<file path="src/rtl/seq_divider_pkg.sv">
// Purpose: shared types and constants for the sequential restoring divider.
// Latency: n/a (declarations only).
// Backpressure: n/a.
package seq_div_pkg;

    // Controller states: IDLE waits for start, LOAD inspects the captured
    // divisor, CALC runs one quotient bit per clock, DONE presents the result.
    typedef enum logic [1:0] {
        IDLE = 2'd0,
        LOAD = 2'd1,
        CALC = 2'd2,
        DONE = 2'd3
    } div_state_t;

    // Default operand width; the design supports 2..16.
    localparam int DEFAULT_WIDTH = 4;

    // Iteration counter width for the default operand width. It only has to
    // reach WIDTH-1, so $clog2(WIDTH) bits suffice.
    localparam int DEFAULT_CNT_W = $clog2(DEFAULT_WIDTH);

endpackage

</file>
<file path="src/rtl/seq_divider_if.sv">
// Purpose: operand/result bundle between a control unit and seq_divider.
// Latency: n/a (wiring only).
// Backpressure: start/done handshake; start is ignored unless the divider is idle.
// Ports (signals):
//   start, dividend, divisor              control unit -> divider
//   busy, done, quotient, remainder,
//   div_by_zero                           divider -> control unit
interface seq_divider_if
    import seq_div_pkg::*;
#(
    parameter int WIDTH = DEFAULT_WIDTH
);
    logic             start;
    logic [WIDTH-1:0] dividend;
    logic [WIDTH-1:0] divisor;
    logic             busy;
    logic             done;
    logic [WIDTH-1:0] quotient;
    logic [WIDTH-1:0] remainder;
    logic             div_by_zero;

    // Control unit side.
    modport master (
        output start, dividend, divisor,
        input  busy, done, quotient, remainder, div_by_zero
    );

    // Divider side.
    modport slave (
        input  start, dividend, divisor,
        output busy, done, quotient, remainder, div_by_zero
    );
endinterface

</file>
<file path="src/rtl/seq_divider_aq_register.sv">
// Purpose: A:Q register pair of the restoring divider; shifts left and conditionally restores.
// Latency: one quotient bit per clock while shift_sub is high; load takes one clock.
// Backpressure: none; the controller decides when to load or iterate.
// Ports:
//   clk, rst         clock, synchronous active-high reset
//   load             A <= 0, Q <= dividend
//   shift_sub        perform one shift/subtract/restore iteration against m
//   dividend, m      operand values (m is the captured divisor)
//   a, q             current register contents
//   a_step, q_step   values a and q will take if an iteration is done this cycle
//                    (lets the controller capture the final result on the last edge)
module div_aq_register
    import seq_div_pkg::*;
#(
    parameter int WIDTH = DEFAULT_WIDTH
) (
    input  logic             clk,
    input  logic             rst,
    input  logic             load,
    input  logic             shift_sub,
    input  logic [WIDTH-1:0] dividend,
    input  logic [WIDTH-1:0] m,
    output logic [WIDTH:0]   a,
    output logic [WIDTH-1:0] q,
    output logic [WIDTH-1:0] a_step,
    output logic [WIDTH-1:0] q_step
);

    logic [WIDTH:0]   a_shifted;
    logic [WIDTH:0]   trial;
    logic [WIDTH:0]   a_next;
    logic [WIDTH-1:0] q_next;

    // {A,Q} << 1: A always stays below M between iterations, so its MSB is
    // zero and dropping it in the shift loses nothing.
    assign a_shifted = {a[WIDTH-1:0], q[WIDTH-1]};

    // WIDTH+1-bit trial subtract; the MSB is the borrow.
    assign trial = a_shifted - {1'b0, m};

    always_comb begin
        a_next = a_shifted;
        q_next = {q[WIDTH-2:0], 1'b0};
        if (!trial[WIDTH]) begin
            a_next = trial;
            q_next = {q[WIDTH-2:0], 1'b1};
        end
    end

    assign a_step = a_next[WIDTH-1:0];
    assign q_step = q_next;

    always_ff @(posedge clk) begin
        if (rst) begin
            a <= '0;
            q <= '0;
        end else if (load) begin
            a <= '0;
            q <= dividend;
        end else if (shift_sub) begin
            a <= a_next;
            q <= q_next;
        end
    end

endmodule

</file>
<file path="src/rtl/seq_divider.sv">
// Purpose: sequential unsigned restoring divider (controller, counter, result registers).
// Latency: done in the WIDTH+2nd cycle after the start edge (2nd cycle for a zero divisor).
// Backpressure: start is only accepted in IDLE; it is ignored (not queued) while busy or done.
// Ports:
//   clk, rst   clock, synchronous active-high reset (wins over everything, even mid-CALC)
//   bus        seq_divider_if.slave: start/dividend/divisor in;
//              busy/done/quotient/remainder/div_by_zero out
module seq_divider
    import seq_div_pkg::*;
#(
    parameter int WIDTH = DEFAULT_WIDTH
) (
    input  logic          clk,
    input  logic          rst,
    seq_divider_if.slave  bus
);

    localparam int CNT_W = $clog2(WIDTH);

    div_state_t       state_q;
    div_state_t       state_d;
    logic [CNT_W-1:0] cnt_q;
    logic [WIDTH-1:0] m_q;

    logic             load;
    logic             shift_sub;
    logic             last_iter;
    logic             m_zero;

    logic [WIDTH:0]   a_q;
    logic [WIDTH-1:0] q_q;
    logic [WIDTH-1:0] a_step;
    logic [WIDTH-1:0] q_step;

    logic [WIDTH-1:0] quotient_q;
    logic [WIDTH-1:0] remainder_q;
    logic             dbz_q;

    // The A register is only consumed through a_step; its full value is kept
    // visible on a named net for waveform debugging.
    logic             unused_a;
    assign unused_a = ^a_q;

    assign load      = (state_q == IDLE) && bus.start;
    assign last_iter = (cnt_q == CNT_W'(WIDTH - 1));
    assign m_zero    = (m_q == '0);

    div_aq_register #(
        .WIDTH (WIDTH)
    ) u_aq (
        .clk       (clk),
        .rst       (rst),
        .load      (load),
        .shift_sub (shift_sub),
        .dividend  (bus.dividend),
        .m         (m_q),
        .a         (a_q),
        .q         (q_q),
        .a_step    (a_step),
        .q_step    (q_step)
    );

    // Next-state logic.
    always_comb begin
        state_d   = state_q;
        shift_sub = 1'b0;
        unique case (state_q)
            IDLE: begin
                if (bus.start) state_d = LOAD;
            end
            LOAD: begin
                state_d = m_zero ? DONE : CALC;
            end
            CALC: begin
                shift_sub = 1'b1;
                if (last_iter) state_d = DONE;
            end
            DONE: begin
                state_d = IDLE;
            end
            default: begin
                state_d = IDLE;
            end
        endcase
    end

    always_ff @(posedge clk) begin
        if (rst) begin
            state_q <= IDLE;
        end else begin
            state_q <= state_d;
        end
    end

    // Divisor capture and iteration counter.
    always_ff @(posedge clk) begin
        if (rst) begin
            m_q   <= '0;
            cnt_q <= '0;
        end else if (load) begin
            m_q   <= bus.divisor;
            cnt_q <= '0;
        end else if (shift_sub) begin
            cnt_q <= cnt_q + CNT_W'(1);
        end
    end

    // Result registers are written on the edge that enters DONE and then hold
    // until the next result, so a new start does not disturb them. The normal
    // path captures the post-iteration values because A:Q updates on the same
    // edge. On the zero-divide path Q still holds the untouched dividend.
    always_ff @(posedge clk) begin
        if (rst) begin
            quotient_q  <= '0;
            remainder_q <= '0;
            dbz_q       <= 1'b0;
        end else if ((state_q == LOAD) && m_zero) begin
            quotient_q  <= '1;
            remainder_q <= q_q;
            dbz_q       <= 1'b1;
        end else if (shift_sub && last_iter) begin
            quotient_q  <= q_step;
            remainder_q <= a_step;
            dbz_q       <= 1'b0;
        end
    end

    assign bus.busy        = (state_q == LOAD) || (state_q == CALC);
    assign bus.done        = (state_q == DONE);
    assign bus.quotient    = quotient_q;
    assign bus.remainder   = remainder_q;
    assign bus.div_by_zero = dbz_q;

endmodule
</file>
<file path="src/flat_wrapper.sv">
// flat-port wrapper written by rule: the top's interface ports become plain ports
module seq_divider_flat import seq_div_pkg::*;
#(
    parameter int WIDTH = DEFAULT_WIDTH
)
  (clk, rst, bus_start, bus_dividend, bus_divisor, bus_busy, bus_done, bus_quotient, bus_remainder, bus_div_by_zero);
  seq_divider_if #(.WIDTH(WIDTH)) bus_i ();
  input  logic clk;
  input  logic rst;
  input wire logic [$bits(bus_i.start)-1:0] bus_start;
  input wire logic [$bits(bus_i.dividend)-1:0] bus_dividend;
  input wire logic [$bits(bus_i.divisor)-1:0] bus_divisor;
  output wire logic [$bits(bus_i.busy)-1:0] bus_busy;
  output wire logic [$bits(bus_i.done)-1:0] bus_done;
  output wire logic [$bits(bus_i.quotient)-1:0] bus_quotient;
  output wire logic [$bits(bus_i.remainder)-1:0] bus_remainder;
  output wire logic [$bits(bus_i.div_by_zero)-1:0] bus_div_by_zero;
  assign bus_i.start = bus_start;
  assign bus_i.dividend = bus_dividend;
  assign bus_i.divisor = bus_divisor;
  assign bus_busy = bus_i.busy;
  assign bus_done = bus_i.done;
  assign bus_quotient = bus_i.quotient;
  assign bus_remainder = bus_i.remainder;
  assign bus_div_by_zero = bus_i.div_by_zero;
  seq_divider #(.WIDTH(WIDTH)) u_core (.clk(clk), .rst(rst), .bus(bus_i));
endmodule
</file>
<file path="config.mk">
export PLATFORM = sky130hd
export DESIGN_NAME = seq_divider_flat
export DESIGN_NICKNAME = d
export VERILOG_FILES = /design/src/rtl/seq_divider_pkg.sv /design/src/rtl/seq_divider_if.sv /design/src/rtl/seq_divider_aq_register.sv /design/src/rtl/seq_divider.sv /design/src/flat_wrapper.sv
export SDC_FILE = /design/constraint.sdc
export NUM_CORES = 1
export LEC_CHECK = 0
export BUFFER_PORTS_ARGS = -buffer_cell sky130_fd_sc_hd__buf_2
export CORE_MARGIN = 1
export CORE_UTILIZATION = 35
export CTS_BUF_LIST = sky130_fd_sc_hd__clkbuf_16
export DETAILED_ROUTE_END_ITERATION = 8
export GPL_TIMING_DRIVEN = 0
export HOLD_SLACK_MARGIN = 0.05
export PLACE_DENSITY = 0.54
export REMOVE_ABC_BUFFERS = 1
export SYNTH_ARGS = -nofsm -noshare
export SYNTH_HDL_FRONTEND = slang
export SYNTH_SLANG_ARGS = --single-unit
export TNS_END_PERCENT = 50
</file>
<file path="constraint.sdc">
create_clock -name clk -period 4.9 [get_ports clk]
set_input_delay 0.49 -clock clk [delete_from_list [all_inputs] [get_ports clk]]
set_output_delay 0.49 -clock clk [all_outputs]
set_load 0.01 [all_outputs]
</file>
-- Yosys cells after proc, flatten, opt, wreduce, memory -nomap -nowiden
Cells that the tools add are included.
- ROM bits: 0
- bits of input ports: 11
- word-level logic and storage cells: 41
- bits in writable memories: 0
- register bits after elaboration: 25
- memories kept: 0
- latch bits: 0
- multiply operators: 0
- shift-type cells: 0
- add/subtract/negate cells: 2
- muxes and demuxes: 15
- equal/unequal tests: 6
- divide/modulo/power cells: 0
- bitwise logic cells: 0
- magnitude comparators: 0
- reductions and logical operators: 10
- operators with widths (cell ; count):
    4-bit 2-to-1 mux ; 7
    2-bit case mux with 4 select lines ; 1
    2-bit == test (second input constant) ; 3
    1-bit 2-to-1 mux ; 5
    5-bit by 4-bit subtractor with 5-bit output ; 1
    4-bit logical NOT ; 1
    2-bit 2-to-1 mux ; 2
    2-bit nonzero test ; 2
    1-bit logical AND ; 3
    2-bit by 1-bit adder with 2-bit output (second input constant) ; 1
    2-bit by 1-bit == test with 1-bit output (second input constant) ; 1
    2-bit logical NOT ; 1
    2-bit by 1-bit inequality test with 1-bit output (second input constant) ; 1
    2-bit inequality test (second input constant) ; 1
    2-bit AND reduction ; 1
    2-bit OR reduction ; 1
    1-bit logical OR ; 1

-- Logic depth before layout (Yosys ltp)
- word-level depth: 5
- mapped depth: 8
- mapped depth without buffers: 8

-- By module
Synthesis repeated with hierarchy kept, for this count alone.
- cells, all modules: 156
- area, all modules: 1446.4 um2
- modules (own cells, without submodules) (module ; area an instance (um2) ; times used ; sequential area each (um2) ; cells an instance):
    seq_divider ; 780.7 ; 1 ; 340.3 ; 80
    div_aq_register ; 665.6 ; 1 ; 180.2 ; 76

-- Least setup slack after synthesis
No wires, ideal clock.
- kind: register -> register
- start: reg u_core.u_aq.q[3]
- end: reg u_core.remainder_q[2] (netlist: u_core.bus.remainder[2])
- setup time: 96 ps
- arrival time: 2090 ps
- clock period less this slack: 2186 ps
- path slack: 2714 ps
- stages on the path, launching flop included: 9
- data required time: 4804 ps
- path buffers: 0
- cells stage by stage: dfxtp_1 -> inv_1 -> ha_1 -> fa_1 -> nand2b_1 -> a21oi_4 -> xnor2_2 -> mux2_4 -> o41ai_2
- longest elaborated chain between the ends: 4
- RTL lines (element ; line ; RTL):
    from (decl) ; seq_divider_aq_register.sv:24 ; output logic [WIDTH-1:0] q,
    from (signal assigned) ; seq_divider_aq_register.sv:59 ; q <= dividend;
    from (signal assigned) ; seq_divider_aq_register.sv:62 ; q <= q_next;
    5-bit by 4-bit subtractor with 5-bit output ; seq_divider_aq_register.sv:39 ; assign trial = a_shifted - {1'b0, m};
    4-bit 2-to-1 mux ; seq_divider_aq_register.sv:44 ; if (!trial[WIDTH]) begin
    4-bit 2-to-1 mux ; seq_divider.sv:121 ; end else if (shift_sub && last_iter) begin
    4-bit 2-to-1 mux ; seq_divider.sv:117 ; end else if ((state_q == LOAD) && m_zero) begin
    to (signal assigned) ; seq_divider.sv:119 ; remainder_q <= q_q;
    to (signal assigned) ; seq_divider.sv:123 ; remainder_q <= a_step;
    to (decl) ; seq_divider.sv:36 ; logic [WIDTH-1:0] remainder_q;
Every way passes these cells. The select of a mux whose other input is x is not followed.
A chain may end at the register's enable or synchronous reset.

-- Final worst setup path
Same ends and word-level chain as after synthesis.

==> results.yml <==
flow_run:
  cap_violations: 0
run_status:
  status: "complete, no violations"
finish:
  synthToLayoutAreaGrowth_pct: 16.4
  drive_gt1_share_pct: 17.5
  fin_nets: 200
  nFillCells: 397
  layout_common_cells: "25 x nand2_1, 25 x dfxtp_1, 21 x buf_2, 20 x nor2_1, 13 x a21oi_1"
  antenna_cells: 0
  stdcell_area_um2: 1560
logic_synthesis:
  avgSynthCellArea_um2: 8.44
  synth.top_cell.area_share_pct: 37.3
  ys_ff_latch: 25
  synthTopCellsByArea: "dfxtp_1 37%, ha_1 9.3%, nand2_1 7.0%"
  synthCells: 159
  ys_warn_count: 0
  synth_largest_area_cell: "dfxtp_1"
  ys_seq_area_share_pct: 37.3
  synthesis.area_um2: 1340
  synth.distinct_cells: 29
clock_network:
  postCtsSetupBuffers: 0
  clk_path_buf_depth: 2
  cts.sinks: 25
  hold_buffers: 0
  numCtsBuffers: 3
  cts_root_buffer: "clkbuf_16"
  cts_resized: 0
  clk_pin_slew_ns: 0.07
  clk-insertion-delay-late_ns: 0.26
  ctsHtreeMaxLevel: 1
  cts_tree: "yes"
detailed_routing:
  wl_mm: 2.86
  drcViolationCount: 0
  wl_per_cell_um: 12.7
  first_pass_iters: 4
  ant_nets: 0
  via_per_inst: 5.11
  drtIter0Drc: 81
  vias: 1150
placed_design:
  portBuffers: 21
  gp_congestion: 0.812
  place_hpwl_mm: 2.13
  place_area_um2: 1480
global_routing:
  met3_usage_pct: 4.29
  antenna_found_initial: 0
  grt_start_max_net_pins: 23
  busiest_layer: "met2"
  met2_usage_pct: 25.5
  grtUsageMet1_pct: 20.4
  grt_overflow: 0
  grt.total_usage_pct: 15.5
  grt_pass1_vias: 1062
  grt_pass1_wl_mm: 4.94
timing:
  holdWs_ns: 0.466
  grt_setup_unrepaired: "no"
  finalSetupTns_ns: 0
  relSlewSlack_pct: 58.3
  worst-slew-pin-transition_ns: 0.626
  drv_slew: 0
  fmax_mhz: 413
  fin_crit_ns: 2.42
  setup_viol: 0
  period_share_pct: 49.4
  final-hold-violation-count: 0
  skew_ns: 0.00633
floorplan:
  core_um2: 3660
  die_w_um: 63.9
  io_pins: 22
  fp-row-count: 22
  die_h_um: 63.9
  start_util_pct: 36.6
  die_area_um2: 4080
power_and_ir_drop:
  p_sw_share_pct: 40.0
  p_leak_nw: 0.654
  clockPowerShare_pct: 20.9
  p_per_area_nw_per_um2: 567
  combPwrFrac_pct: 44.6
  seq_power_share_pct: 34.5
  p_int_mw: 0.531
  p_sw_mw: 0.354
  ir_drop_v: 0.000387
  p_total_mw: 0.886
worst_setup_path:
  crit_family: "adder cells"
  slowest_stage: "dfxtp_1"
  cp.buffers_inverters: 1
  slowest_delay_ns: 0.41
  start_kind: "register"
  path_cells: "inv_1 -> ha_1 -> fa_1 -> nand2b_1 -> a21oi_4 -> xnor2_2 -> mux2_4 -> o41ai_2"
  r2r_slack_ns: 2.48
  crit_required_ns: 5.07
  crit_path_end_kind: "register"
  crit_fanout: 7
  critPathArrivalTime_ns: 2.59
  critical_path_class: "register to register"
hold_path:
  hold_path_class: "register to register"
[worst register-to-register path, stage by stage (launching register included)]
cell and delay (ns):
dfxtp_1 0.41, inv_1 0.08, ha_1 0.22, fa_1 0.41
nand2b_1 0.20, a21oi_4 0.19, xnor2_2 0.21, mux2_4 0.34
o41ai_2 0.26
[area by class of cell]
cell class / instances / area (um^2) / area share (%)
inverter: 9 / 33.8 / 2.16
clock buffer: 3 / 75.1 / 4.81
multi-input combinational: 118 / 779 / 49.9
sequential: 25 / 500 / 32.1
clock inverter: 1 / 7.51 / 0.481
tap: 48 / 60.1 / 3.85
timing repair buffer: 21 / 105 / 6.73
[logic make-up after synthesis]
| family | share of synthesized area (%) |
|---|---|
| AOI/OAI and AO/OA | 16.7 |
| xor gates and xnor gates | 4.39 |
| adders and majority gates | 10.8 |
| buffers and inverters | 4.57 |
| DFF | 37.3 |
| muxes | 7.09 |
| and+or+nand+nor | 19.1 |
[sequential cells by signal, indices dropped and copies added, names as in the netlist]
signal                  count
u_core.state_q              2
u_core.bus.quotient         4
u_core.bus.div_by_zero      1
u_core.u_aq.a               4
u_core.cnt_q                2
u_core.u_aq.q               4
u_core.bus.remainder        4
u_core.m_q                  4
[worst paths after layout]
check | depth (start not counted) | startpoint | end
worst min-delay path | 2 | u_core.bus.div_by_zero$_SDFFE_PP0P_ | u_core.bus.div_by_zero$_SDFFE_PP0P_
worst max register to register | 8 | u_core.u_aq.q[3]$_SDFFE_PP0P_ | u_core.bus.remainder[2]$_SDFFE_PP0P_
worst min register to register | 2 | u_core.bus.div_by_zero$_SDFFE_PP0P_ | u_core.bus.div_by_zero$_SDFFE_PP0P_
worst max-delay path | 8 | u_core.u_aq.q[3]$_SDFFE_PP0P_ | u_core.bus.remainder[2]$_SDFFE_PP0P_
[per-stage QoR]
stage,utilization (%),worst slack [ns],std cells
final,42.7,2.48,225
after global routing,42.7,2.33,225
after CTS,42.7,2.45,225
after detailed placement,40.4,2.48,221
after global placement,40.4,2.51,221
after floorplan,-,2.71,152
[layer usage]
layer | vias to the layer above | routed length (um)
met4 | 0 | 10
met5 | - | 0
met2 | 21 | 1370
met1 | 548 | 1380
li1 | 579 | -
met3 | 2 | 94
[Yosys cell counts (all sizes together)]
cell	number
dfxtp	25
nand2	25
nor2	20
a21oi	14
ha	10
inv	9
a211oi	8
mux2i	8
a31oi	6
clkbuf	6
or3	4
and2	3
o21ai	3
xnor2	3
nand2b	2
nand3	2
nand3b	2
xor2	2
buf	1
fa	1
mux2	1
nor4	1
o22ai	1
o31ai	1
o41ai	1
[power groups by stage]
| stage | logic [mW] | registers [mW] | clock network [mW] |
|---|---|---|---|
| after floorplan | 0.288 | 0.309 | 0 |
| after CTS | 0.397 | 0.306 | 0.191 |
| after detailed placement | 0.395 | 0.311 | 0 |
| after global routing | 0.445 | 0.315 | 0.199 |
| final | 0.395 | 0.305 | 0.185 |
| after global placement | 0.387 | 0.308 | 0 |
(Power assumes the default switching activity.)
